$ cat src/rtl/vga_timing_gen.sv
// VGA raster timing: pixel-enable divider plus h/v counters with decoded syncs and blanking.
// All outputs decode directly from the counter registers (zero latency); free-running, no backpressure.
module vga_timing_gen #(
  parameter int H_VISIBLE = 640,
  parameter int H_FP      = 16,
  parameter int H_SYNC    = 96,
  parameter int H_BP      = 48,
  parameter int V_VISIBLE = 480,
  parameter int V_FP      = 10,
  parameter int V_SYNC    = 2,
  parameter int V_BP      = 33,
  parameter int CLK_DIV   = 4
) (
  input  logic       clk,
  input  logic       rst_n,
  output logic       pix_tick,
  output logic       hsync,
  output logic       vsync,
  output logic       video_on,
  output logic [9:0] pix_x,
  output logic [9:0] pix_y,
  output logic       line_start,
  output logic       frame_start
);

  localparam logic [9:0] H_MAX     = 10'(H_VISIBLE + H_FP + H_SYNC + H_BP - 1);
  localparam logic [9:0] V_MAX     = 10'(V_VISIBLE + V_FP + V_SYNC + V_BP - 1);
  localparam logic [9:0] H_VIS     = 10'(H_VISIBLE);
  localparam logic [9:0] V_VIS     = 10'(V_VISIBLE);
  localparam logic [9:0] H_SYNC_LO = 10'(H_VISIBLE + H_FP);
  localparam logic [9:0] H_SYNC_HI = 10'(H_VISIBLE + H_FP + H_SYNC - 1);
  localparam logic [9:0] V_SYNC_LO = 10'(V_VISIBLE + V_FP);
  localparam logic [9:0] V_SYNC_HI = 10'(V_VISIBLE + V_FP + V_SYNC - 1);
  localparam logic [3:0] DIV_LAST  = 4'(CLK_DIV - 1);

  logic [3:0] div_q, div_d;
  logic [9:0] h_count_q, h_count_d;
  logic [9:0] v_count_q, v_count_d;

  // With CLK_DIV=1 the divider sits at 0 == DIV_LAST, so the tick is permanently high.
  assign pix_tick = (div_q == DIV_LAST);

  always_comb begin
    div_d     = div_q + 4'd1;
    h_count_d = h_count_q;
    v_count_d = v_count_q;
    if (pix_tick) begin
      div_d = '0;
      if (h_count_q == H_MAX) begin
        h_count_d = '0;
        if (v_count_q == V_MAX) begin
          v_count_d = '0;
        end else begin
          v_count_d = v_count_q + 10'd1;
        end
      end else begin
        h_count_d = h_count_q + 10'd1;
      end
    end
  end

  always_ff @(posedge clk) begin
    if (!rst_n) begin
      div_q     <= '0;
      h_count_q <= '0;
      v_count_q <= '0;
    end else begin
      div_q     <= div_d;
      h_count_q <= h_count_d;
      v_count_q <= v_count_d;
    end
  end

  assign pix_x       = h_count_q;
  assign pix_y       = v_count_q;
  assign video_on    = (h_count_q < H_VIS) && (v_count_q < V_VIS);
  assign hsync       = !((h_count_q >= H_SYNC_LO) && (h_count_q <= H_SYNC_HI));
  assign vsync       = !((v_count_q >= V_SYNC_LO) && (v_count_q <= V_SYNC_HI));
  assign line_start  = pix_tick && (h_count_q == 10'd0);
  assign frame_start = line_start && (v_count_q == 10'd0);

endmodule

$ cat config.mk
export PLATFORM = sky130hd
export DESIGN_NAME = vga_timing_gen
export DESIGN_NICKNAME = d
export VERILOG_FILES = /design/src/rtl/vga_timing_gen.sv
export SDC_FILE = /design/constraint.sdc
export NUM_CORES = 1
export LEC_CHECK = 0
export CORE_ASPECT_RATIO = 1.25
export CORE_MARGIN = 10
export CORE_UTILIZATION = 45
export CTS_CLUSTER_DIAMETER = 30
export DETAILED_ROUTE_END_ITERATION = 6
export PLACE_DENSITY_LB_ADDON = 0.1
export SETUP_SLACK_MARGIN = 0.5
export SYNTH_ARGS = -nofsm -noshare
export SYNTH_HDL_FRONTEND = slang
export SYNTH_SLANG_ARGS = --single-unit
$ cat constraint.sdc
create_clock -name clk -period 2.3 [get_ports clk]
set_clock_uncertainty 0.15 [all_clocks]
set_input_delay 0.23 -clock clk [delete_from_list [all_inputs] [get_ports clk]]
set_output_delay 0.23 -clock clk [all_outputs]
set_load 0.1 [all_outputs]
==> results.sh <==
export IMPL_slowest_stage="dfxtp_2"
export IMPL_drc_errors=0
export IMPL_crit_path_max_fanout=2
export IMPL_finalMaxSlewViolations=0
export IMPL_track_usage=0.156
export IMPL_ys_warn_count=0
export IMPL_io_buffer_count=27
export IMPL_clockBufferDepth=2
export IMPL_nNetsFinal=210
export IMPL_ys_seq_elements=24
export IMPL_syn_cell_area_sq_mm=0.00128
export IMPL_final_layout_size_suffix_gt1_frac=0.604
export IMPL_status="finished, violations left"
export IMPL_io_pins=28
export IMPL_layout_common_cells="30 x buf_4, 19 x dfxtp_4"
export IMPL_seqCellArea_sq_um=556
export IMPL_place_ws_ns=0.135
export IMPL_grt_pass1_vias=1396
export IMPL_dp_cells=210
export IMPL_path_delay_family="simple AND/OR/NAND/NOR gates"
export IMPL_postRouteAntennaNets=0
export IMPL_grt_pass1_wl_um=6710
export IMPL_syn_inst=153
export IMPL_p_leak_nw=0.813
export IMPL_synth_edf_count=0
export IMPL_multi_input_comb_area_sq_mm=0.00105
export IMPL_dr_total_vias=1428
export IMPL_n_fill_cell=160
export IMPL_ys_types=36
export IMPL_path_class="reg -> out"
export IMPL_cts_sinks=24
export IMPL_clock_latency_ns=0.32
export IMPL_die_w_um=67.7
export IMPL_relSlewSlack=0.483
export IMPL_initial_core_util=0.472
export IMPL_die_y_um=79.6
export IMPL_htreeDepth=1
export IMPL_cp_end_kind="primary output"
export IMPL_power_mw=0.824
export IMPL_violations="setup timing"
export IMPL_clkTransAtPathRegs_ns=0.14
export IMPL_r2r_setup_slack_ns=0.09
export IMPL_cts_tree="done"
export IMPL_period_minus_slack_ns=2.37
export IMPL_cp_num_buf_inv=1
export IMPL_layout_commonest_cell="buf_4"
export IMPL_grt_max_degree=15
export IMPL_hp_class="reg -> reg"
export IMPL_core_area_sq_mm=0.00271
export IMPL_power_density_mw_per_mm2=371
export IMPL_dieArea_sq_mm=0.00539
export IMPL_root_buffer="clkbuf_4"
export IMPL_wire_per_inst_um=18.9
export IMPL_finalHoldViolCount=0
export IMPL_rows=21
export IMPL_yosysSeqAreaShare=0.376
export IMPL_worst_slew_pin_slew_ns=0.773
export IMPL_antenna_found_initial=0
export IMPL_min_period_over_period=1.03
export IMPL_clock_fmax_mhz=421
export IMPL_drtPass1Iterations=6
export IMPL_drtIter0Drc=102
export IMPL_cts_buffers=3
export IMPL_syn_area_per_cell_sq_um=8.36
export IMPL_setup_slack_ns=-0.0735
export IMPL_crit_chain="ha_4 -> or3b_4 -> nor4_4 -> and4_4 -> buf_12"
export IMPL_finalNonFillerCells=236
export IMPL_grt_overflow_total=0
export IMPL_setup_viol=2
export IMPL_ys_flop_type="dfxtp_1"
export IMPL_area_growth_pct=73.6
export IMPL_max_stage_delay_ns=0.39
export IMPL_crit_required_ns=1.92
export IMPL_worst_ep_arrival_time_ns=1.99
export IMPL_gp_congestion=0.782
export IMPL_max_cap_violations=0
export IMPL_hpwl_um=2640
export IMPL_rsz0062_at_grt="yes"
export IMPL_ir_drop_mv=0.279
export IMPL_syn_nets=160
export IMPL_diodes=0
export IMPL_cts_hold_buf=0
export IMPL_ys_async_sr_fraction=0
export IMPL_start_kind="register"
export IMPL_wl_um=4450
export IMPL_vias_per_cell=6.05
==> state kept, by name, indices dropped and copies added (netlist names) <==
name	count
pix_x	10
div_q	4
pix_y	10
==> path summary, 6_finish.rpt <==
kind,to,start,depth (start not counted)
setup / recovery,frame_start,div_q[1],5
hold / removal,div_q[2],div_q[2],2
setup reg to reg,pix_y[8],div_q[1],8
hold reg to reg,div_q[2],div_q[2],2
==> report_power, final <==
part	internal, mW	switching (mW)
Combinational	0.0639	0.0857
Sequential	0.401	0.00815
Clock	0.133	0.132
==> cells in the mapped netlist (4+ instances only) <==
cell type  instances  area (sq um)
or4_1              5          37.5
xor2_1             4          35.0
and2_1             4          25.0
nand3_1           13          65.1
and3_1             4          25.0
o21ai_0            8          40.0
or3_1              5          31.3
a21oi_1           11          55.1
and4_1             4          35.0
dfxtp_1           24           480
inv_1              6          22.5
nor2_1            10          37.5
nand2_1           13          48.8
ha_1               5          62.6
==> worst reg2reg max path: cells and delay by family, from the launching register on <==
kind / cells / cell delay, ns
buffers and inverters: 3 / 0.33
adder cells (fa/ha/maj): 1 / 0.13
flip-flops: 1 / 0.39
AO/OA/AOI/OAI: 1 / 0.15
AND/OR/NAND/NOR: 3 / 0.98
==> cells by family (layout without fill, tap and decap cells) <==
family,Yosys count,count (layout),synth area share
simple gates,76,79,0.343
compound gates,28,28,0.129
flops,24,24,0.376
buf+inv,13,59,0.0548
xor+xnor,7,7,0.0479
fa+ha+maj,5,5,0.0489
==> final cells by class <==
class                           count  share of cell area
Multi-Input combinational cell    119               0.474
Tap cell                           34              0.0192
Timing Repair Buffer               48               0.218
Sequential cell                    24               0.250
Inverter                            7              0.0175
Clock buffer                        4              0.0214
==> layer usage <==
layer / part of all wire / GRT usage / wire length [um] / vias to the layer above
li1: - / - / - / 672
met1: 0.39 / 0.172 / 1740 / 703
met2: 0.54 / 0.279 / 2400 / 43
met3: 0.052 / 0.0365 / 233 / 10
met4: 0.018 / 0.0556 / 79 / 0
met5: 0 / 0 / 0 / -
==> stage by stage <==
stage | TNS (ns) | hold slack, ns | cell area (sq um) | utilization
detailed placement | 0 | 0.304 | 1740 | 0.642
finish | -0.0932 | 0.384 | 2220 | 0.820
global route | -0.230 | 0.396 | 2220 | 0.820
floorplan | -1.06 | 0.279 | 1480 | -
CTS | -0.0768 | 0.369 | 2050 | 0.756
global placement | 0 | 0.285 | 1740 | 0.642
==> repair_timing <==
item,4_1_cts,5_1_grt
setup buffers,11,8
endpoints found under the setup margin,23,26
gates cloned,3,0
resized for setup,30,27
pin swaps,17,13
No activity file was read; power rests on OpenSTA's default activity.
